### src/rtl/fft_pkg.sv
// Shared FFT definitions: butterfly-stage FSM states and frame geometry helpers.
package fft_pkg;

  typedef enum logic [1:0] {
    IDLE = 2'd0,
    FILL = 2'd1,
    PAIR = 2'd2
  } bfly_state_t;

  localparam int NUM_DEF  = 16;
  localparam int DATA_DEF = 512;

  // Beats per frame.
  function automatic int beat_count(input int data, input int num);
    return data / num;
  endfunction

  // Beats in the first (delay-line fill) half of a frame.
  function automatic int half_count(input int data, input int num);
    return (data / num) / 2;
  endfunction

endpackage

### src/rtl/valid_pipe.sv
// Fixed-latency shift pipeline for sideband valid/tag bits, with sync clear.
module valid_pipe #(
  parameter int W     = 2,
  parameter int DEPTH = 2
) (
  input  logic         clk,
  input  logic         rstn,
  input  logic         clr,
  input  logic [W-1:0] din,
  output logic [W-1:0] dout,
  output logic         pend
);

  logic [DEPTH:1][W-1:0] vld_pipe;

  // Shift one stage per cycle; clr empties every stage at once.
  always_ff @(posedge clk or negedge rstn) begin
    if (!rstn) begin
      vld_pipe <= '0;
    end else if (clr) begin
      vld_pipe <= '0;
    end else begin
      vld_pipe[1] <= din;
      for (int i = 2; i <= DEPTH; i++) vld_pipe[i] <= vld_pipe[i-1];
    end
  end

  assign dout = vld_pipe[DEPTH];
  assign pend = |vld_pipe;

endmodule

### src/rtl/bfly_stage_ctrl.sv
// Butterfly stage controller: first half of a frame fills the delay line,
// second half pairs delayed and live beats through the butterfly. Control only.
module bfly_stage_ctrl
  import fft_pkg::*;
#(
  parameter int NUM      = NUM_DEF,
  parameter int DATA     = DATA_DEF,
  parameter int BFLY_LAT = 2          // legal 1..8
) (
  input  logic                                 clk,
  input  logic                                 rstn,
  input  logic                                 flush,
  input  logic                                 valid_in,
  output logic                                 sr_write,
  output logic                                 sr_read,
  output logic                                 bfly_en,
  output logic                                 valid_out,
  output logic [$clog2(beat_count(DATA,NUM))-1:0] beat_idx,
  output logic                                 frame_done,
  output logic                                 busy
);

  localparam int COUNT = beat_count(DATA, NUM);
  localparam int HALF  = half_count(DATA, NUM);
  localparam int IW    = $clog2(COUNT);
  localparam logic [IW-1:0] HALF_LAST = IW'(HALF - 1);
  localparam logic [IW-1:0] LAST_IDX  = IW'(COUNT - 1);

  bfly_state_t   state;
  logic [IW-1:0] idx;
  logic          accept;
  logic          last_beat;
  logic [1:0]    pipe_dout;
  logic          pipe_pend;

  // Frame sequencing: IDLE/FILL count the fill half, PAIR the pairing half.
  // The wrap back to FILL is decided by the last beat itself, so a beat in
  // the very next cycle starts the following frame without a bubble.
  always_ff @(posedge clk or negedge rstn) begin
    if (!rstn) begin
      state <= IDLE;
      idx   <= '0;
    end else if (flush) begin
      state <= IDLE;
      idx   <= '0;
    end else begin
      case (state)
        IDLE, FILL: begin
          if (valid_in) begin
            idx   <= idx + 1'b1;
            state <= (idx == HALF_LAST) ? PAIR : FILL;
          end else if (state == FILL && idx == '0) begin
            state <= IDLE;
          end
        end
        PAIR: begin
          if (valid_in) begin
            if (idx == LAST_IDX) begin
              idx   <= '0;
              state <= FILL;
            end else begin
              idx <= idx + 1'b1;
            end
          end
        end
        default: begin
          state <= IDLE;
          idx   <= '0;
        end
      endcase
    end
  end

  // Strobes follow the live beat; flush drops it and reset silences everything.
  always_comb begin
    accept    = valid_in & ~flush & rstn;
    sr_write  = accept & (state != PAIR);
    sr_read   = accept & (state == PAIR);
    bfly_en   = sr_read;
    last_beat = bfly_en & (idx == LAST_IDX);
  end

  valid_pipe #(
    .W     (2),
    .DEPTH (BFLY_LAT)
  ) u_valid_pipe (
    .clk  (clk),
    .rstn (rstn),
    .clr  (flush),
    .din  ({last_beat, bfly_en}),
    .dout (pipe_dout),
    .pend (pipe_pend)
  );

  assign valid_out  = pipe_dout[0];
  assign frame_done = pipe_dout[1] & pipe_dout[0];
  assign beat_idx   = idx;
  assign busy       = (state != IDLE) | pipe_pend;

endmodule

### config.mk
export PLATFORM = sky130hd
export DESIGN_NAME = bfly_stage_ctrl
export DESIGN_NICKNAME = d
export VERILOG_FILES = /design/src/rtl/fft_pkg.sv /design/src/rtl/valid_pipe.sv /design/src/rtl/bfly_stage_ctrl.sv
export SDC_FILE = /design/constraint.sdc
export NUM_CORES = 1
export LEC_CHECK = 0
export CAP_MARGIN = 10
export CORE_AREA = 3 3 40 42
export CTS_BUF_LIST = sky130_fd_sc_hd__clkbuf_2
export CTS_CLUSTER_DIAMETER = 150
export DETAILED_ROUTE_END_ITERATION = 10
export DIE_AREA = 0 0 43 45
export PLACE_DENSITY = 0.7
export SYNTH_ARGS = -nofsm -noshare
export SYNTH_HDL_FRONTEND = slang
export SYNTH_SLANG_ARGS = --single-unit
### constraint.sdc
create_clock -name clk -period 3.2 [get_ports clk]
set_input_delay 0.8 -clock clk [delete_from_list [all_inputs] [get_ports clk]]
set_output_delay 0.8 -clock clk [all_outputs]
set_load 0.005 [all_outputs]
==> run summary, run 1 <==
Status -> completed
Period utilisation layout -> 94.0%
Crit path from -> flush
Placement Cell Area -> 761 sq um
Total CTS buffers -> 3
Vias -> 506
FILL cells -> 125
Worst-Margin Slew -> 0.540 ns
Yosys cell types -> 24
Mapped Area -> 587 sq um
Synth Instances -> 60
Reg2reg end -> beat_idx[2]
Core Footprint -> 1280 sq um
Power Density -> 341 nW/um^2
Placer Congestion -> 0.754
Post_cts resized -> 0
Seq pwr share -> 55.8%
Crit path max fanout -> 6
Synthesis-to-finish area growth -> 33.0%
WP data arrival -> 2.21 ns
Syn nets -> 68
Mean Syn Cell Area -> 9.78 sq um
Max Buffers Root-to-Sink -> 2
Unrepaired setup endpoints after global routing -> false
Clock latency on the worst-skew pair -> 0.26 ns
1st-iter DRT viols -> 6
Final Cell Area -> 781 sq um
Max_cap viols -> 0
Hold path start -> u_valid_pipe.vld_pipe[0]
Number of buffers added for setup after CTS -> 0
Die H -> 45 um
Largest net degree at the start of global routing -> 10
Internal power -> 198 uW
Top-count cell post-synth -> dfrtp_1
Worst Path Required -> 2.40 ns
Maximum clock frequency -> 333 MHz
Worst VDD drop -> 0.273 mV
Yosys top cell area share -> 46.9%
Global route overflow -> 0
Number of routed nets with antenna violations -> 0
Initial Utilization -> 45.7%
First-pass GRT wire length -> 2050 um
Root cell of the clock tree -> clkbuf_2
Residual DRC -> 0
Die W -> 43 um
Initial antenna violation count -> 0
Routed len/inst -> 12.9 um
Diodes inserted -> 0
Reg2reg setup slack -> 1.21 ns
Synth cell count leaders -> 11 x dfrtp_1, 7 x nand2_1, 5 x inv_1, 4 x ha_1, 4 x nor2_1
Ys flop type -> dfrtp_1
Drt first pass iters -> 4
Number of global-route vias before repair -> 477
Synth Warn # -> 0
Post-synthesis sequential area ratio -> 46.9%
HP Class -> flop to flop
Post-Route WL -> 1220 um
CTS tree -> built
Synth Register Bits -> 11
# rows -> 13
Switching power -> 68.6 uW
Clk pwr share -> 29.9%
Async set-or-reset flop fraction in the synthesized netlist -> 100%
Worst slew margin -> 63.8%
Final Slew Violations -> 0
Final #Nets -> 89
Logic pwr share -> 14.2%
Clock sink count -> 11
Switching share of power -> 25.8%
Worst-path clk slew -> 0.11 ns
IO Port Bufs -> 14
Setup TNS -> 0 ns
Startpoint types -> input pin
Worst Setup EP -> bfly_en
Crit path kind -> input pin to output port
Synth area leader -> dfrtp_1
Final setup violation count -> 0
Worst r2r src -> beat_idx[0]
Post-synth EDFFs -> 0
# hold bufs at CTS -> 0
Layout cells sized above 1 -> 10.0%
Via/cell ratio -> 5.33
Detailed Place HPWL -> 931 um
Lkg Pwr -> 0.361 nW
Tot GR Track Use -> 14.6%
Synth top area cells -> dfrtp_1 47%, ha_1 8.5%, nand2_1 4.5%
Die area -> 1940 sq um
Skew final -> 0.00636 ns
Tot Pwr -> 266 uW
Final Hold Vio Count -> 0
R2r worst-path depth -> 6
H-tree levels -> 1
Tmin final -> 3.01 ns
CP Capture Type -> output port
Io pins -> 15
[metrics by stage]
| stage | setup WS, ns | utilization (%) | hold slack [ns] | std cells |
|---|---|---|---|---|
| 2_1_floorplan | 1.04 | - | 0.465 | 60 |
| 3_3_place_gp | 0.204 | 59.2 | 0.484 | 91 |
| 3_5_place_dp | 0.175 | 59.2 | 0.490 | 91 |
| 4_1_cts | 0.171 | 60.8 | 0.516 | 95 |
| 5_1_grt | 0.110 | 60.8 | 0.535 | 95 |
| 6_report | 0.193 | 60.8 | 0.512 | 95 |
[layer usage]
layer | routed length [um] | up-vias | track usage, % | share of wire, %
li1 | - | 255 | - | -
met2 | 577 | 14 | 23.4 | 47
met1 | 564 | 235 | 18.2 | 46
met4 | 6 | 0 | 3.61 | 0.49
met5 | 0 | - | 0 | 0
met3 | 75 | 2 | 6.77 | 6.1
[critical path, stage by stage]
cell and delay (ns):
clkdlybuf4s50_1 0.42, and2b_4 0.28, and3_1 0.20, clkdlybuf4s50_1 0.51
[power by group through the flow]
stage,Clock [mW],Combinational [mW],Sequential [mW]
2_1_floorplan,0,0.0141,0.151
3_3_place_gp,0,0.0380,0.151
3_5_place_dp,0,0.0382,0.151
4_1_cts,0.0834,0.0385,0.149
5_1_grt,0.0910,0.0428,0.150
6_report,0.0797,0.0379,0.149
[cells in the final DEF (no fill, tap or decap), types with 2 or more instances in the layout]
cell type,instances
inv_1,5
ha_1,4
and2_1,2
dfrtp_1,11
buf_4,3
clkdlybuf4s50_1,14
o21ai_0,3
nand2_1,7
a211oi_1,3
clkbuf_2,4
and3_1,3
nor2b_1,2
nor2_1,4
nand2b_1,2
a31oi_1,2
[kinds of logic after synthesis]
logic type | share of synthesized area [%]
buf+inv | 4.48
simple gates | 25.2
flops | 46.9
fa+ha+maj | 8.53
compound gates | 14.9
[flip-flops by register name, summed over array words and instances, names as in the netlist]
name                   cells
beat_idx                   5
state                      2
u_valid_pipe.dout          2
u_valid_pipe.vld_pipe      2
[how the worst min path moves through the flow]
| stage | slack (ns) | depth (start not counted) | to |
|---|---|---|---|
| 6_report | 0.51 | 1 | u_valid_pipe.dout[0] |
| 3_3_place_gp | 0.48 | 1 | u_valid_pipe.dout[1] |
| 4_1_cts | 0.52 | 1 | u_valid_pipe.dout[0] |
| 2_1_floorplan | 0.46 | 1 | u_valid_pipe.dout[0] |
| 3_5_place_dp | 0.49 | 1 | u_valid_pipe.dout[0] |
| 5_1_grt | 0.53 | 1 | u_valid_pipe.dout[0] |
[area by class of cell]
| type | instances | area (sq um) | area share (%) |
|---|---|---|---|
| clock buffer | 4 | 20.0 | 2.56 |
| tap | 15 | 18.8 | 2.40 |
| sequential | 11 | 275 | 35.3 |
| inverter | 5 | 18.8 | 2.40 |
| timing repair buffer | 17 | 163 | 20.8 |
| multi-input combinational | 43 | 285 | 36.5 |
Power figures use the tool's default switching activity.
==> run 2, diff against run 1 <==
--- a/config.mk
+++ b/config.mk
@@ -12,6 +12,7 @@
 export DETAILED_ROUTE_END_ITERATION = 10
 export DIE_AREA = 0 0 43 45
 export PLACE_DENSITY = 0.7
+export RECOVER_POWER = 25
 export SYNTH_ARGS = -nofsm -noshare
 export SYNTH_HDL_FRONTEND = slang
 export SYNTH_SLANG_ARGS = --single-unit
==> run summary, run 2 (synthesized netlist as in run 1, its figures left out) <==
Critical path depth -> 4 (unchanged)
Root cell of the clock tree -> clkbuf_2
# hold bufs at CTS -> 0 (unchanged)
CP Capture Type -> output port
Worst path cell trace -> clkdlybuf4s50_1 -> and2b_4 -> and3_1 -> clkdlybuf4s50_1
Final Hold Vio Count -> 0 (unchanged)
CTS tree -> built
Worst-path clk slew -> 0.11 ns (about the same)
Initial antenna violation count -> 0 (unchanged)
Post-Route WL -> 1220 um (unchanged)
Worst VDD drop -> 0.273 mV (about the same)
Layout cells sized above 1 -> 8.75% (-1.3 points)
Most frequent cells in the layout -> 13 x clkdlybuf4s50_1, 11 x dfrtp_1, 7 x nand2_1, 5 x inv_1
Worst-Margin Slew -> 0.540 ns (unchanged)
Maximum clock frequency -> 333 MHz (about the same)
# rows -> 13 (unchanged)
Status -> completed
Tmin final -> 3.01 ns (+0.00000700 ns)
Initial Utilization -> 45.7% (unchanged)
Residual DRC -> 0 (unchanged)
Routed len/inst -> 12.9 um (unchanged)
Worst hold margin -> 0.512 ns (unchanged)
Detailed Place HPWL -> 931 um (unchanged)
R2r worst-path depth -> 6 (unchanged)
Tot GR Track Use -> 14.6% (unchanged)
First-pass GRT wire length -> 2050 um (unchanged)
Clock sink count -> 11 (unchanged)
Final Slew Violations -> 0 (unchanged)
Unrepaired setup endpoints after global routing -> false
Die H -> 45 um (unchanged)
Largest net degree at the start of global routing -> 10 (unchanged)
Power Density -> 342 nW/um^2 (+0.18%)
Setup TNS -> 0 ns (unchanged)
Critical path's largest stage delay -> 0.51 ns (about the same)
Final #Nets -> 89 (unchanged)
Most common cell after layout, fill and taps aside -> clkdlybuf4s50_1
Number of routed nets with antenna violations -> 0 (unchanged)
Placer Congestion -> 0.754 (unchanged)
Final Non-Filler Cells -> 95 (unchanged)
IO Port Bufs -> 14 (unchanged)
Crit-path leading delay family -> buffers and inverters
Worst Path Required -> 2.40 ns (about the same)
Clock latency on the worst-skew pair -> 0.26 ns (about the same)
Synthesis-to-finish area growth -> 32.4%
Number of global-route vias before repair -> 477 (unchanged)
Placed instance count -> 91 (unchanged)
Area of the multi-input gates -> 285 sq um (unchanged)
Crit-path most repeated cell -> clkdlybuf4s50_1
Die W -> 43 um (unchanged)
Worst Path Buf+Inv -> 2 (unchanged)
Crit path max fanout -> 6 (unchanged)
Worst Hold Depth -> 1 (unchanged)
Post_cts resized -> 0 (unchanged)
Io pins -> 15 (unchanged)
Reg area -> 275 sq um (unchanged)
Met2 GRT Util -> 23.4% (unchanged)
FILL cells -> 127 (+1.6%)
Number of buffers added for setup after CTS -> 0 (unchanged)
Max reg flops -> 5 (unchanged)
Period utilisation layout -> 94.0% (about the same)
Max_cap viols -> 0 (unchanged)
Diodes inserted -> 0 (unchanged)
Via/cell ratio -> 5.33 (unchanged)
Core Footprint -> 1280 sq um (unchanged)
Max Buffers Root-to-Sink -> 2 (unchanged)
HP Class -> flop to flop
Vias -> 506 (unchanged)
GRT busiest layer -> met2
Skew final -> 0.00636 ns (unchanged)
Total CTS buffers -> 3 (unchanged)
WP data arrival -> 2.21 ns (about the same)
GR Util met1 -> 18.2% (unchanged)
H-tree levels -> 1 (unchanged)
1st-iter DRT viols -> 6 (unchanged)
Drt first pass iters -> 4 (unchanged)
Global route overflow -> 0 (unchanged)
Reg2reg setup slack -> 1.21 ns (about the same)
Final setup violation count -> 0 (unchanged)
Die area -> 1940 sq um (unchanged)
Lkg Pwr -> 0.358 nW (-0.93%)
CP max-delay cell -> clkdlybuf4s50_1
Crit path kind -> input pin to output port
Grt met3 use -> 6.77% (unchanged)
Worst slew margin -> 63.8% (unchanged)
Startpoint types -> input pin
[run 2: changes by cell type in the layout (fill, tap and decap cells not counted)]
cell / delta
clkdlybuf4s50_1: -1
buf_4: -1
clkbuf_1: +1
dlygate4sd3_1: +1
[run 2: area by class of cell]
type                            instances  area share (%)
Multi-Input combinational cell         43            36.7
Sequential cell                        11            35.4
Timing Repair Buffer                   17            20.5
Clock buffer                            4            2.58
Inverter                                5            2.42
Tap cell                               15            2.42
[run 2: stage by stage]
step	power, mW	setup slack [ns]	util (%)	cell area (sq um)
final	0.265	0.193	60.5	777
after global routing	0.283	0.110	60.5	777
after CTS	0.271	0.171	60.8	781
after detailed placement	0.189	0.175	59.2	761
after global placement	0.189	0.204	59.2	761
after floorplan	0.165	1.04	-	587
[run 2: layer usage]
layer | wire (um) | part of all wire (%)
met5 | 0 | 0
met4 | 6 | 0.49
met3 | 74 | 6.1
met2 | 577 | 47
met1 | 564 | 46
[run 2: path summary, 6_finish.rpt]
kind                                          start                  endpoint
max reg2reg                             beat_idx[0]               beat_idx[2]
min reg2reg                u_valid_pipe.vld_pipe[0]      u_valid_pipe.dout[0]
max in group asynchronous                      rstn               beat_idx[3]
min in group asynchronous                      rstn  u_valid_pipe.vld_pipe[0]
min                        u_valid_pipe.vld_pipe[0]      u_valid_pipe.dout[0]
max                                           flush                   bfly_en
[run 2: worst reg2reg max path, stage by stage (launching register included)]
cell and delay, ns:
dfrtp_1 0.44, ha_1 0.25, and3_1 0.21, ha_1 0.23, o21ai_0 0.42, nand2_1 0.18, o211ai_1 0.20
[run 2: report_power, final]
| part | internal [mW] | switching [mW] |
|---|---|---|
| logic | 0.0208 | 0.0163 |
| clock network | 0.0332 | 0.0465 |
| registers | 0.143 | 0.00574 |
| total | 0.197 | 0.0686 |
